<file path="src/rtl/core_wb_pkg.sv">
// Shared types and constants for the core-to-Wishbone data-port bridge.
package core_wb_pkg;

  // Bridge FSM: wait for a request, run one bus cycle, report completion.
  typedef enum logic [1:0] {
    IDLE = 2'd0,
    BUS  = 2'd1,
    DONE = 2'd2
  } wbm_state_t;

  // The core only issues full-word accesses, so every byte lane is enabled.
  localparam logic [3:0]  WB_SEL_ALL = 4'hF;

  // Load data handed back to the core when a read ends on error or timeout.
  localparam logic [31:0] ERR_RDATA  = '0;

endpackage

</file>
<file path="src/rtl/core_wb_master_wb_watchdog.sv">
// Saturating 8-bit cycle counter that flags when a bus cycle has waited
// TIMEOUT cycles without a slave response.
module wb_watchdog #(
  parameter int TIMEOUT = 255
) (
  input  logic clk,
  input  logic reset,
  input  logic clear,
  input  logic enable,
  output logic expired
);

  logic [7:0] count_reg;

  // Count waiting cycles; hold at 8'hFF instead of wrapping back to zero.
  always_ff @(posedge clk or posedge reset) begin
    if (reset) begin
      count_reg <= '0;
    end else if (clear) begin
      count_reg <= '0;
    end else if (enable && (count_reg != 8'hFF)) begin
      count_reg <= count_reg + 8'd1;
    end
  end

  assign expired = (count_reg == 8'(TIMEOUT));

endmodule

</file>
<file path="src/rtl/core_wb_master.sv">
// Bridges the multicycle core's data-memory port onto a Wishbone B4 classic
// bus: one request in, exactly one bus cycle out, with the core stalled
// until the slave acks, errors, or the watchdog gives up.
module core_wb_master
  import core_wb_pkg::*;
#(
  parameter int ADDR_W  = 32,
  parameter int DATA_W  = 32,
  parameter int TIMEOUT = 255
) (
  input  logic              clk,
  input  logic              reset,
  input  logic              core_select,
  input  logic              MemRead,
  input  logic              MemWrite,
  input  logic [ADDR_W-1:0] DataAdr,
  input  logic [DATA_W-1:0] WriteData,
  output logic [DATA_W-1:0] ReadData,
  output logic              mem_ready,
  output logic              bus_error,
  output logic              wb_cyc_o,
  output logic              wb_stb_o,
  output logic              wb_we_o,
  output logic [ADDR_W-1:0] wb_adr_o,
  output logic [DATA_W-1:0] wb_dat_o,
  output logic [3:0]        wb_sel_o,
  input  logic [DATA_W-1:0] wb_dat_i,
  input  logic              wb_ack_i,
  input  logic              wb_err_i
);

  wbm_state_t state_reg;
  logic       request;
  logic       wd_clear;
  logic       wd_enable;
  logic       wd_expired;
  logic       abort;

  assign request = core_select & (MemRead | MemWrite);

  // Count only BUS cycles that end without a response; restart while idle.
  assign wd_clear  = (state_reg == IDLE);
  assign wd_enable = (state_reg == BUS) & ~wb_ack_i & ~wb_err_i;

  // A watchdog expiry is treated exactly like a slave error, and an error
  // takes priority over a simultaneous ack.
  assign abort = wb_err_i | wd_expired;

  wb_watchdog #(
    .TIMEOUT (TIMEOUT)
  ) u_watchdog (
    .clk     (clk),
    .reset   (reset),
    .clear   (wd_clear),
    .enable  (wd_enable),
    .expired (wd_expired)
  );

  // Main FSM and all registered outputs; completion flags are one-cycle pulses.
  always_ff @(posedge clk or posedge reset) begin
    if (reset) begin
      state_reg <= IDLE;
      ReadData  <= '0;
      mem_ready <= 1'b0;
      bus_error <= 1'b0;
      wb_cyc_o  <= 1'b0;
      wb_stb_o  <= 1'b0;
      wb_we_o   <= 1'b0;
      wb_adr_o  <= '0;
      wb_dat_o  <= '0;
      wb_sel_o  <= '0;
    end else begin
      mem_ready <= 1'b0;
      bus_error <= 1'b0;
      case (state_reg)
        IDLE: begin
          if (request) begin
            // Address passes through unaligned; a write wins over a read.
            wb_adr_o  <= DataAdr;
            wb_dat_o  <= WriteData;
            wb_we_o   <= MemWrite;
            wb_sel_o  <= WB_SEL_ALL;
            wb_cyc_o  <= 1'b1;
            wb_stb_o  <= 1'b1;
            state_reg <= BUS;
          end
        end
        BUS: begin
          // Address/data stay frozen; dropping core_select does not abort.
          if (abort) begin
            if (!wb_we_o) begin
              ReadData <= DATA_W'(ERR_RDATA);
            end
            wb_cyc_o  <= 1'b0;
            wb_stb_o  <= 1'b0;
            mem_ready <= 1'b1;
            bus_error <= 1'b1;
            state_reg <= DONE;
          end else if (wb_ack_i) begin
            if (!wb_we_o) begin
              ReadData <= wb_dat_i;
            end
            wb_cyc_o  <= 1'b0;
            wb_stb_o  <= 1'b0;
            mem_ready <= 1'b1;
            state_reg <= DONE;
          end
        end
        DONE: begin
          // The core advances on mem_ready, so a request still visible here
          // is stale and must not start another cycle.
          state_reg <= IDLE;
        end
        default: begin
          state_reg <= IDLE;
        end
      endcase
    end
  end

endmodule
</file>
<file path="config.mk">
export PLATFORM = sky130hd
export DESIGN_NAME = core_wb_master
export DESIGN_NICKNAME = d
export VERILOG_FILES = /design/src/rtl/core_wb_pkg.sv /design/src/rtl/core_wb_master_wb_watchdog.sv /design/src/rtl/core_wb_master.sv
export SDC_FILE = /design/constraint.sdc
export NUM_CORES = 1
export LEC_CHECK = 0
export ABC_AREA = 0
export CAP_MARGIN = 20
export CORE_ASPECT_RATIO = 1.75
export CORE_UTILIZATION = 44
export CTS_BUF_LIST = sky130_fd_sc_hd__clkbuf_16
export CTS_CLUSTER_SIZE = 10
export DETAILED_ROUTE_END_ITERATION = 10
export GPL_TIMING_DRIVEN = 1
export PLACE_DENSITY = 0.95
export SLEW_MARGIN = 30
export SYNTH_ARGS = -nofsm -noshare
export SYNTH_HDL_FRONTEND = slang
export SYNTH_SLANG_ARGS = --single-unit
</file>
<file path="constraint.sdc">
create_clock -name clk -period 9 [get_ports clk]
set_input_delay 0.9 -clock clk [delete_from_list [all_inputs] [get_ports clk]]
set_output_delay 0.9 -clock clk [all_outputs]
set_load 0.01 [all_outputs]
</file>
# --- Yosys cells after proc, flatten, opt, wreduce, memory -nomap -nowiden ---
# Cells that the tools add are included.
totals:
  inputBits: 103
  register_bits: 111
classes:
  muxes: 19
  n_reduce_logical: 9
  n_addsub: 1
  bitwise_logic: 7
  n_eq_ne: 7
op_table:
  columns: ["operator", "n"]
  rows:
  - ["$mux W32", 4]
  - ["$mux W8", 2]
  - ["$add A8 B1 Y8 const B", 1]
  - ["$eq A8 B8 Y1 const B", 1]
  - ["$mux W1", 8]
  - ["$ne A8 B8 Y1 const B", 1]
  - ["$mux W2", 3]
  - ["$ne A2 B2 Y1 const B", 3]
  - ["$reduce_bool A2 Y1", 3]
  - ["$pmux W2 S2", 1]
  - ["$reduce_and A2 Y1", 2]
  - ["$reduce_and A4 Y1", 1]
  - ["$and A1 B1 Y1", 3]
  - ["$ne A3 B3 Y1 const B", 1]
  - ["$reduce_and A3 Y1", 1]
  - ["$eq A2 B1 Y1 const B", 1]
  - ["$logic_not A2 Y1", 1]
  - ["$not A1 Y1", 2]
  - ["$or A1 B1 Y1", 2]
  - ["$pmux W1 S2", 1]
  - ["$logic_and A1 B1 Y1", 1]

# --- Longest topological paths before layout ---
depth:
  word_depth: 6
  mapped_depth: 6
  mapped_depth_nobuf: 5

# --- Modules after synthesis ---
# Synthesis repeated with hierarchy kept, for this count alone.
hier_totals:
  hier_cells: 357
  area_unflattened_um2: 4630.7
modules_own_cells:
  columns: ["module", "n_inst", "cells_each", "area_per_inst_um2"]
  rows:
  - ["core_wb_master", 1, 309, 4139.0]
  - ["wb_watchdog", 1, 48, 491.7]

# --- Worst setup path before layout ---
# No wires, ideal clock.
synth_timing:
  kind: "input -> register"
  from: "input port wb_err_i"
  to: "register u_watchdog.count_reg[3]"
  slack_ns: 6.930
  n_path_buf: 0
  path_stages: 4
  t_required_ns: 8.876
  t_arrival_ns: 1.946
  path_cell_list: "nor4b_1 > o21ai_0 > nor2b_1 > a211o_1"
synth_via:
  elab_chain_cells: 4
synth_lines:
  columns: ["item", "line_no", "rtl"]
  rows:
  - ["start: declaration", "core_wb_master.sv:29", "input logic wb_err_i"]
  - ["$not A1 Y1", "core_wb_master.sv:43", "assign wd_enable = (state_reg == BUS) & ~wb_ack_i & ~wb_err_i;"]
  - ["$and A1 B1 Y1", "core_wb_master.sv:43", null]
  - ["$logic_and A1 B1 Y1", "core_wb_master_wb_watchdog.sv:21", "end else if (enable && (count_reg != 8'hFF)) begin"]
  - ["$reduce_bool A2 Y1 (no source line)", null, null]
  - ["end signal: assignment", "core_wb_master_wb_watchdog.sv:22", "count_reg <= count_reg + 8'd1;"]
  - ["end: declaration", "core_wb_master_wb_watchdog.sv:13", "logic [7:0] count_reg;"]
# No other way between the ends.
# A chain may end at the register's enable or synchronous reset.

# --- Worst setup path after layout ---
layout_timing:
  from: "input port core_select"
  to: "register wb_dat_o[18]"
layout_via:
  elab_chain_cells: 2
layout_lines:
  columns: ["item", "line_no", "rtl"]
  rows:
  - ["start: declaration", "core_wb_master.sv:13", "input logic core_select,"]
  - ["$and A1 B1 Y1", "core_wb_master.sv:39", "assign request = core_select & (MemRead | MemWrite);"]
  - ["$reduce_and A2 Y1 (no source line)", null, null]
  - ["end signal: assignment", "core_wb_master.sv:80", "wb_dat_o <= WriteData;"]
  - ["end: declaration", "core_wb_master.sv:25", "output logic [DATA_W-1:0] wb_dat_o,"]
# No other way between the ends.

==> results.json <==
{
  "hold_class": "reg2reg",
  "drtAntennaViolNets": 0,
  "yosys.area.top_type_share": 0.653,
  "synthTopCellsByCount": "dfrtp_1 (111), mux2_2 (64), a22o_1 (32), buf_2 (11), nor2_1 (7)",
  "path_class": "in2reg",
  "syn_area_sq_mm": 0.00426,
  "worstPathArrival_ps": 2770,
  "ir_drop_uv": 156,
  "synth_area_leaders": "dfrtp_1 (65%), mux2_2 (17%), a22o_1 (6.6%)",
  "clkTransAtPathRegs_ps": 70,
  "p_leak_nw": 2.83,
  "synth-edff-count": 0,
  "start_util": 0.452,
  "die_area_sq_mm": 0.0101,
  "grt_pass1_wl_mm": 17.8,
  "utilization": 0.711,
  "synthFlopType": "dfrtp_1",
  "grt_pass1_vias": 3491,
  "slew_headroom": 0.427,
  "post-cts-setup-buffers": 0,
  "timing.fmax_mhz": 393,
  "routed_via_density": 5.14,
  "gp_congestion": 0.772,
  "syn_to_final_growth_pct": 57.3,
  "drc": 0,
  "drt_wl_total_mm": 11.0,
  "first_pass_iters": 4,
  "dp_slack_ps": 6150,
  "coreArea_sq_mm": 0.00941,
  "setup_tns_ps": 0,
  "synth_nets": 384,
  "hpwl_mm": 8.16,
  "drive_gt1_frac": 0.180,
  "num_vias": 3143,
  "root_buffer": "clkbuf_16",
  "fin_nets": 588,
  "yosysMostFrequentCell": "dfrtp_1",
  "ys_types": 34,
  "clk_latency_ps": 340,
  "worst_pin_slew_ps": 860,
  "synth_cells": 280,
  "hold_viol_final": 0,
  "die_width_microns": 76.3,
  "finalCritPeriodShare": 0.283,
  "antenna_found_initial": 0,
  "outcome": "finished clean",
  "end_kind": "flop",
  "skew_ps": 8.62,
  "cts_buffer_depth": 2,
  "ctsHoldBuffers": 0,
  "grt_start_max_net_pins": 68,
  "seq_area_frac_synth": 0.653,
  "crit_required_ps": 9220,
  "n_antenna_cell": 0,
  "layout_min_cycle_time_ps": 2540,
  "power_density_mw_per_mm2": 260,
  "setup_viol": 0,
  "synth_top_area_cell": "dfrtp_1",
  "fillers": 649,
  "h-tree-depth": 3,
  "finalNonFillerCells": 611,
  "layout_setup_ws_ps": 6460,
  "fp-row-count": 47,
  "die_h_microns": 132,
  "tritoncts": "built",
  "ys_async_sr_fraction": 1.00,
  "max-cap-violations": 0,
  "ioPinCount": 208,
  "critPathMaxFanout": 67,
  "grtUsageTotal": 0.233,
  "drv_slew": 0,
  "rsz0062_at_grt": "false",
  "portBuffers": 207,
  "wl_per_cell_microns": 18.0,
  "cts.sinks": 111,
  "drt_iter0_markers": 152,
  "cp-start-kind": "primary input",
  "postSynthAreaPerCell_sq_um": 15.2,
  "cts_resized": 0,
  "dp.cells": 595,
  "ys_ff_latch": 111,
  "cts_buffers": 9,
  "top_regs": "ReadData (32), wb_adr_o (32), wb_dat_o (32)",
  "overflow": 0,
  "yosysWarnings": 0
}
-- area by class of cell --
cell class,instances,area [sq um],area share
Multi-Input combinational cell,146,1350,0.202
Inverter,5,21.3,0.00318
Clock buffer,9,225,0.0337
Clock inverter,7,65.1,0.00972
Sequential cell,111,2780,0.415
Timing Repair Buffer,211,2100,0.314
Tap cell,122,153,0.0228
-- routing by layer --
layer	wire length [microns]	global-route usage	up-vias
met4	515	0.136	0
met3	681	0.0692	37
li1	-	-	1415
met2	6050	0.411	138
met1	3740	0.242	1553
met5	0	0	-
-- worst max-delay path: stages --
cell	delay, ps
clkdlybuf4s50_1	520
o211a_2	200
buf_4	630
mux2_2	430
-- path summary, 6_finish.rpt --
| check | startpoint | endpoint | slack (ps) | depth (start not counted) |
|---|---|---|---|---|
| min in group asynchronous | reset | wb_dat_o[29]$_DFFE_PP0P_ | 990 | 2 |
| setup / recovery | core_select | wb_dat_o[18]$_DFFE_PP0P_ | 6460 | 4 |
| hold / removal | ReadData[2]$_DFFE_PP0P_ | ReadData[2]$_DFFE_PP0P_ | 510 | 1 |
| hold reg to reg | ReadData[2]$_DFFE_PP0P_ | ReadData[2]$_DFFE_PP0P_ | 510 | 1 |
| setup reg to reg | state_reg[0]$_DFFE_PP0P_ | wb_dat_o[18]$_DFFE_PP0P_ | 6770 | 4 |
| max in group asynchronous | reset | wb_dat_o[27]$_DFFE_PP0P_ | 6820 | 3 |
-- kinds of logic after synthesis --
family | after synthesis | share of synthesized area
flip-flops | 111 | 0.653
buffers and inverters | 23 | 0.0323
XOR/XNOR | 2 | 0.00412
AO/OA/AOI/OAI | 50 | 0.0985
AND/OR/NAND/NOR | 29 | 0.0400
adder cells (fa/ha/maj) | 1 | 0.00294
multiplexers | 64 | 0.169
-- stage by stage --
step	power [W]	hold slack [ps]	area, sq um
after floorplan	0.000974	481	4260
after global placement	0.00134	489	6400
after detailed placement	0.00137	492	6400
after CTS	0.00176	510	6690
after global routing	0.00182	516	6690
final	0.00174	509	6690
-- where the power goes --
part	total, W	switching, W	leakage (nW)	internal [W]
clock network	0.000385	0.000171	0.138	0.000213
logic	0.000628	0.000227	1.32	0.000400
registers	0.000729	0.0000845	1.37	0.000645
-- cell usage in the layout (no fill, tap or decap), drive strengths merged, types with 2 or more instances in the layout --
cell type,synthesis,routed
nor2,7,7
clkinv,0,3
clkbuf,0,9
dfrtp,111,111
nor3,2,2
nand2,2,2
clkdlybuf4s50,0,207
mux2,64,64
nor4b,2,2
nand2b,2,2
o21ai,4,4
a21o,3,3
nand3b,2,2
a22o,32,32
inv,5,6
a211o,3,3
buf,18,4
a21oi,3,3
clkinvlp,0,2
nand3,6,6
Note: power is estimated with default switching activity, not from simulation.
==> RTL change, RTL diff (same settings) <==
The 3 states of `wbm_state_t` get a one-hot encoding in 3 bits.
--- a/src/rtl/core_wb_pkg.sv
+++ b/src/rtl/core_wb_pkg.sv
@@ -3,8 +3,8 @@
 
   // Bridge FSM: wait for a request, run one bus cycle, report completion.
-  typedef enum logic [1:0] {
-    IDLE = 2'd0,
-    BUS  = 2'd1,
-    DONE = 2'd2
+  typedef enum logic [2:0] {
+    IDLE = 3'b001,
+    BUS  = 3'b010,
+    DONE = 3'b100
   } wbm_state_t;
 
Formal check against the unedited RTL: no difference found for any inputs over 4 cycles, from zero or initial values and one cycle with reset high; so few cycles prove little.
==> RTL change against the unedited design <==
  * Register-to-register slack got worse by 0.14 ns
  * Fmax about the same
  * Worst hold slack got worse by 0.022 ns
  * Sequential cell count increased by 1
  * Routed wire length decreased by 3.6%
  * Cell area increased by 0.15%
  * Synthesized area increased by 0.76%
  * Power increased by 13%
  * Clock power increased by 6.0%
  * Sequential power increased by 9.2%
  * Setup slack improved by 0.0018 ns
  * Critical path depth increased by 1
==> RTL change: results (changes against the unedited design) <==
| Metric | Value |
|---|---|
| Layout cells sized above 1 | `0.150 (was 0.180)` |
| Max-slew headroom | `0.440 (was 0.427)` |
| CP max stage delay | `0.66 ns (was 0.63 ns)` |
| Reg2reg setup slack | `6.63 ns (was 6.77 ns)` |
| Post-DP HPWL | `7940 µm (was 8160 µm)` |
| Switching power total | `548 µW (was 483 µW)` |
| P_leak | `0.00283 µW (about the same)` |
| Synth top cells by count | `111 x dfrtp_1, 48 x mux2_2, 32 x a22o_1 (was 111 x dfrtp_1, 64 x mux2_2, 32 x a22o_1)` |
| R2R Path End | `wb_dat_o[30] (was wb_dat_o[18])` |
| Via/cell ratio | `5.11 (was 5.14)` |
| Synth area leaders | `dfrtp_1 65%, mux2_2 13%, a22o_1 6.5% (was dfrtp_1 65%, mux2_2 17%, a22o_1 6.6%)` |
| Pre-CTS setup slack | `6.09 ns (was 6.15 ns)` |
| Hold Startpoint | `wb_dat_o[14] (was ReadData[2])` |
| Worst-path fanout max | `68 (was 67)` |
| CP arrival | `2.76 ns (was 2.77 ns)` |
| Status | `complete, no violations (unchanged)` |
| Vias in the first global route | `3391 (was 3491)` |
| Mean area per synthesized cell | `15.4 µm² (was 15.2 µm²)` |
| Worst VDD drop | `199 µV (was 156 µV)` |
| DR WL/cell | `17.4 µm (was 18.0 µm)` |
| Final hold slack | `0.487 ns (was 0.509 ns)` |
| Clock Skews | `0.0112 ns (was 0.00862 ns)` |
| Syn Nets | `383 (was 384)` |
| DP Cell Count | `592 (was 595)` |
| Hold EP | `wb_dat_o[14] (was ReadData[2])` |
| Total global-route track usage | `0.222 (was 0.233)` |
## RTL change: worst max path at each step
| stage | startpoint | end | slack, ns |
|---|---|---|---|
| after floorplan | reset | ReadData[0] | 5.14 |
| after global placement | MemWrite | wb_adr_o[1] | 6.14 |
| after detailed placement | MemWrite | wb_adr_o[6] | 6.09 |
| after CTS | MemWrite | wb_dat_o[30] | 6.46 |
| after global routing | MemWrite | wb_adr_o[12] | 6.36 |
| final | MemWrite | wb_dat_o[30] | 6.46 |
## RTL change: power groups by stage
stage / Clock, µW / Sequential, µW / Combinational, µW
global placement: 0 / 786 / 752
detailed placement: 0 / 803 / 769
global route: 437 / 822 / 811
finish: 408 / 796 / 765
floorplan: 0 / 880 / 211
CTS: 420 / 797 / 775
## RTL change: area by class of cell
type / instances / area (µm²)
Clock buffer: 9 / 225
Clock inverter: 7 / 87.6
Multi-Input combinational cell: 147 / 1340
Tap cell: 122 / 153
Inverter: 2 / 10.0
Timing Repair Buffer: 209 / 2090
Fill cell: 646 / 2770
Sequential cell: 112 / 2800
## RTL change: cell families after synthesis
group	after synthesis	share of synthesized area
XOR/XNOR	1	0.00204
AND/OR/NAND/NOR	30	0.0420
buffers and inverters	20	0.0353
adder cells (fa/ha/maj)	1	0.00292
multiplexers	66	0.173
AO/OA/AOI/OAI	49	0.0907
flip-flops	112	0.654
## RTL change: routing by layer
metal  GRT usage  part of all wire  wire (µm)
met1       0.245              0.37       3900
met2       0.392              0.53       5660
met3      0.0586             0.062        660
met4       0.109             0.034        361
met5           0                 0          0
